**config.mk**
```make
export PLATFORM = sky130hd
export DESIGN_NAME = regfile_wr_arbiter
export DESIGN_NICKNAME = d
export VERILOG_FILES = /design/src/rtl/regfile_wr_arbiter.sv
export SDC_FILE = /design/constraint.sdc
export NUM_CORES = 1
export LEC_CHECK = 0
export CAP_MARGIN = 20
export CORE_MARGIN = 8
export CORE_UTILIZATION = 35
export CTS_CLUSTER_DIAMETER = 60
export DETAILED_ROUTE_END_ITERATION = 10
export PLACE_DENSITY_LB_ADDON = 0.1
export SLEW_MARGIN = 20
export SYNTH_ARGS = -nofsm -noshare
export SYNTH_HDL_FRONTEND = slang
export SYNTH_SLANG_ARGS = --single-unit
```
**constraint.sdc**
```tcl
create_clock -name clock -period 4.8 [get_ports clock]
set_clock_uncertainty 0.15 [all_clocks]
set_input_delay 1.2 -clock clock [delete_from_list [all_inputs] [get_ports clock]]
set_output_delay 1.2 -clock clock [all_outputs]
set_load 0.05 [all_outputs]
```
**src/rtl/regfile_wr_arbiter.sv**
```systemverilog
// rtl/regfile_wr_arbiter.sv - two-requester round-robin write arbiter with register-file zero-fill
//
// Purpose: arbitrates two write requesters onto a single registered
// register-file write port. It can also sweep the whole register file with
// zeros on request.
//
// Optional feature macro: WR_FWD_EN adds the write-forwarding lookup ports.
//
// Ports:
//   clock                  rising-edge clock
//   reset                  asynchronous active-high reset
//   req0/req1              write requests
//   addr0/addr1            target register per requester
//   data0/data1            write data per requester
//   gnt0/gnt1              combinational grants (handshake = reqN & gntN)
//   clr_start              one-cycle pulse that starts a zero-fill
//   busy                   high while the zero-fill runs
//   clr_done               one-cycle pulse alongside the last clear write
//   enc/addrc/datac        registered register-file write port
//   fwd_addr (WR_FWD_EN)   lookup address
//   fwd_hit  (WR_FWD_EN)   in-flight write targets fwd_addr
//   fwd_data (WR_FWD_EN)   in-flight write data on hit, else 0
module regfile_wr_arbiter #(
   parameter int DATA_W = 32,
   parameter int ADDR_W = 5
) (
   input  logic              clock,
   input  logic              reset,
   input  logic              req0,
   input  logic              req1,
   input  logic [ADDR_W-1:0] addr0,
   input  logic [ADDR_W-1:0] addr1,
   input  logic [DATA_W-1:0] data0,
   input  logic [DATA_W-1:0] data1,
   output logic              gnt0,
   output logic              gnt1,
   input  logic              clr_start,
   output logic              busy,
   output logic              clr_done,
   output logic              enc,
   output logic [ADDR_W-1:0] addrc,
   output logic [DATA_W-1:0] datac
`ifdef WR_FWD_EN
   ,
   input  logic [ADDR_W-1:0] fwd_addr,
   output logic              fwd_hit,
   output logic [DATA_W-1:0] fwd_data
`endif
);

   typedef enum logic {S_IDLE = 1'b0, S_CLEAR = 1'b1} state_t;

   localparam logic [ADDR_W-1:0] LAST_ADDR = '1;

   state_t            r_state;
   logic              r_ptr;     // 0: requester 0 wins a tie, 1: requester 1 wins
   logic [ADDR_W-1:0] r_cnt;
   logic              r_enc;
   logic [ADDR_W-1:0] r_addrc;
   logic [DATA_W-1:0] r_datac;
   logic              r_busy;
   logic              r_done;

   logic              w_arb_en;
   logic              w_gnt0;
   logic              w_gnt1;

   // Grants are suppressed during reset, during a clear, and on the cycle a
   // clear is launched, so a clear always wins over pending requests.
   assign w_arb_en = !reset && (r_state == S_IDLE) && !clr_start;
   assign w_gnt0   = w_arb_en && req0 && (!req1 || !r_ptr);
   assign w_gnt1   = w_arb_en && req1 && (!req0 ||  r_ptr);

   always_ff @(posedge clock or posedge reset) begin
      if (reset) begin
         r_state <= S_IDLE;
         r_ptr   <= 1'b0;
         r_cnt   <= '0;
         r_enc   <= 1'b0;
         r_addrc <= '0;
         r_datac <= '0;
         r_busy  <= 1'b0;
         r_done  <= 1'b0;
      end else begin
         r_enc  <= 1'b0;
         r_done <= 1'b0;
         case (r_state)
            S_IDLE: begin
               if (clr_start) begin
                  r_state <= S_CLEAR;
                  r_busy  <= 1'b1;
               end else if (w_gnt0) begin
                  r_enc   <= 1'b1;
                  r_addrc <= addr0;
                  r_datac <= data0;
                  r_ptr   <= 1'b1;
               end else if (w_gnt1) begin
                  r_enc   <= 1'b1;
                  r_addrc <= addr1;
                  r_datac <= data1;
                  r_ptr   <= 1'b0;
               end
            end
            S_CLEAR: begin
               r_enc   <= 1'b1;
               r_addrc <= r_cnt;
               r_datac <= '0;
               // Natural wrap brings the counter back to 0 for the next clear.
               r_cnt   <= r_cnt + 1'b1;
               if (r_cnt == LAST_ADDR) begin
                  r_state <= S_IDLE;
                  r_busy  <= 1'b0;
                  r_done  <= 1'b1;
               end
            end
            default: r_state <= S_IDLE;
         endcase
      end
   end

   assign gnt0     = w_gnt0;
   assign gnt1     = w_gnt1;
   assign busy     = r_busy;
   assign clr_done = r_done;
   assign enc      = r_enc;
   assign addrc    = r_addrc;
   assign datac    = r_datac;

`ifdef WR_FWD_EN
   assign fwd_hit  = r_enc && (fwd_addr == r_addrc);
   assign fwd_data = fwd_hit ? r_datac : '0;
`endif

endmodule

```
==> out/summary.txt <==
CP Cell Sequence: clkdlybuf4s50_1, nor3_4, nand2_1, a21oi_1, clkdlybuf4s50_1
Combinational Power Share: 39.5%
achievable frequency: 0.228 GHz
Crit Path Max Fanout: 6
routed len/inst: 16.3 um
Antenna Violating Nets Remaining: 0
Initial Util: 35.8%
DRC: 0
Max Cap Viol: 0
detailed-route via count: 1872
synthesis-stage register bit count: 47
Synth Area in Adders: 1.04%
final setup margin: 414 ps
synthesized area: 2410 um^2
asr flop ratio synth: 100%
largest family of logic cells by synthesized area: multiplexers
Mapped Avg Cell Area: 11.8 um^2
first-pass GRT wire length: 10600 um
chip width: 99.0 um
Static Leakage: 1.57 nW
period utilization: 91.4%
ANT cells: 0
Worst-path clk slew: 90 ps
internal power: 0.852 mW
Area growth syn-to-layout: 54.6%
H-tree level count: 2
Top delay family on crit path: buffers and inverters
CTS Buffer Depth: 2
num ports: 121
sw frac: 36.5%
pin count of the biggest net entering global routing: 48
core area: 6720 um^2
ys flop type: dfrtp_1
unrepaired setup endpoints after global routing: false
TritonCTS clock tree: yes
simple-gate share of the synthesized area: 8.73%
status: finished clean
IR Drop Worst-Case VDD: 0.000291 V
Crit path buffers/inverters: 2
Switch Pwr: 0.489 mW
pre-CTS setup slack: 394 ps
Post-Synth XOR/XNOR Area: 1.09%
Root Buffer: clkbuf_8
sequential share of power: 38.9%
Ys Warns: 0
Detailed Routing Iterations Pass 1: 4
Clk network pwr share: 21.6%
final setup vio count: 0
Slew @ Worst Pin: 995 ps
Design Power: 1.34 mW
Vert. Die Dim: 99.0 um
most frequent cells in the layout: 119 x clkdlybuf4s50_1, 69 x mux2i_1, 47 x dfrtp_1
most common cell after layout, fill and taps aside: clkdlybuf4s50_1
Worst setup EP type: output port
most used cell, CP: clkdlybuf4s50_1
# clock sinks: 47
synthesized instance count: 204
CP max-delay cell: clkdlybuf4s50_1
Net Count, Synth: 285
vias per inst: 4.66
Post CTS Setup Buffer Count: 0
CTS resizes: 0
Slew Viols, Final: 0
Post-synth EDFFs: 0
TritonCTS buffer count: 5
Cell variety after synth: 26
Worst Hold Class: reg2reg
Rows: 30
CP Launch Type: input port
I/O Buffers: 120
Fillers: 618
Seq/Total Area, Yosys: 48.8%
WL final: 6540 um
DRT iter0 DRCs: 40
Crit Path Category: in2out
fin nets: 402
Worst-Skew Late Latency: 290 ps
initial antenna violation count: 0
CP arrival: 3040 ps
cts hold-fix bufs: 0
routability cong.: 0.680
min cycle time layout: 4390 ps
Global Route Usage Sum: 13.4%
mux contribution to synthesized area: 29.6%
Slew headroom: 33.7%
gr ovfl total: 0
Hold Violations, Final: 0
PD cells: 360 nW/um^2
dpl hpwl: 5000 um
share of cells above drive strength 1: 5.59%
vias in the first global route: 2002
Final TNS setup: 0 ps
Die Footprint: 9790 um^2
largest stage delay on the critical path: 820 ps
compound-cell area share of the yosys netlist: 3.90%
critical path required time: 3450 ps
## sequential cells by signal (all words and copies together) (netlist names)
signal,count
busy,1
r_ptr,1
datac,32
r_cnt,5
clr_done,1
r_state,1
addrc,5
enc,1
## metal layers
metal	vias to the layer above	wire length, um	global-route usage [%]
met2	63	3090	21.4
met4	0	35	2.83
met3	4	581	4.93
met1	871	2830	16.9
li1	934	-	-
met5	-	0	0
## final cells by class
| type | count | area (um^2) | area share, % |
|---|---|---|---|
| sequential | 47 | 1180 | 31.6 |
| multi-input combinational | 137 | 1080 | 28.9 |
| clock inverter | 3 | 43.8 | 1.18 |
| inverter | 8 | 31.3 | 0.840 |
| tap | 80 | 100 | 2.69 |
| timing repair buffer | 122 | 1230 | 32.9 |
| clock buffer | 5 | 68.8 | 1.85 |
## per-stage QoR
stage	hold slack [ps]	instances	util (%)	area, um^2
finish	353	402	55.4	3720
global route	394	402	55.4	3720
CTS	359	402	55.4	3720
detailed placement	341	394	53.7	3610
global placement	336	394	53.7	3610
floorplan	309	204	-	2410
## cells in the mapped netlist (all sizes together), types with 3 or more instances
master	number	area share [%]
mux2i	69	29
dfrtp	47	49
nand2	39	6.1
buf	9	5.1
inv	7	1.1
o221ai	5	1.8
nor2	4	0.62
a21oi	3	0.62
clkbuf	3	0.47
## cell families after synthesis
logic type                 after synthesis
xor gates and xnor gates                 3
and+or+nand+nor                         49
adders and majority gates                2
buffers and inverters                   20
DFF                                     47
muxes                                   71
AOI/OAI and AO/OA                       12
## power by group through the flow
stage | clock network (mW) | registers, mW | logic (mW)
6_report | 0.289 | 0.522 | 0.530
5_1_grt | 0.318 | 0.534 | 0.574
4_1_cts | 0.302 | 0.523 | 0.540
3_5_place_dp | 0 | 0.530 | 0.540
3_3_place_gp | 0 | 0.526 | 0.538
2_1_floorplan | 0 | 0.646 | 0.234
## worst paths after layout
| check | start | end | slack [ps] | cells past startpoint |
|---|---|---|---|---|
| setup / recovery | clr_start | gnt1 | 410 | 5 |
| max in group asynchronous | reset | datac[30] | 2670 | 2 |
| min in group asynchronous | reset | addrc[4] | 1330 | 2 |
| setup reg to reg | r_state | datac[12] | 2440 | 3 |
| hold reg to reg | r_cnt[3] | r_cnt[3] | 350 | 1 |
| hold / removal | r_cnt[3] | r_cnt[3] | 350 | 1 |
(Power assumes the default switching activity.)
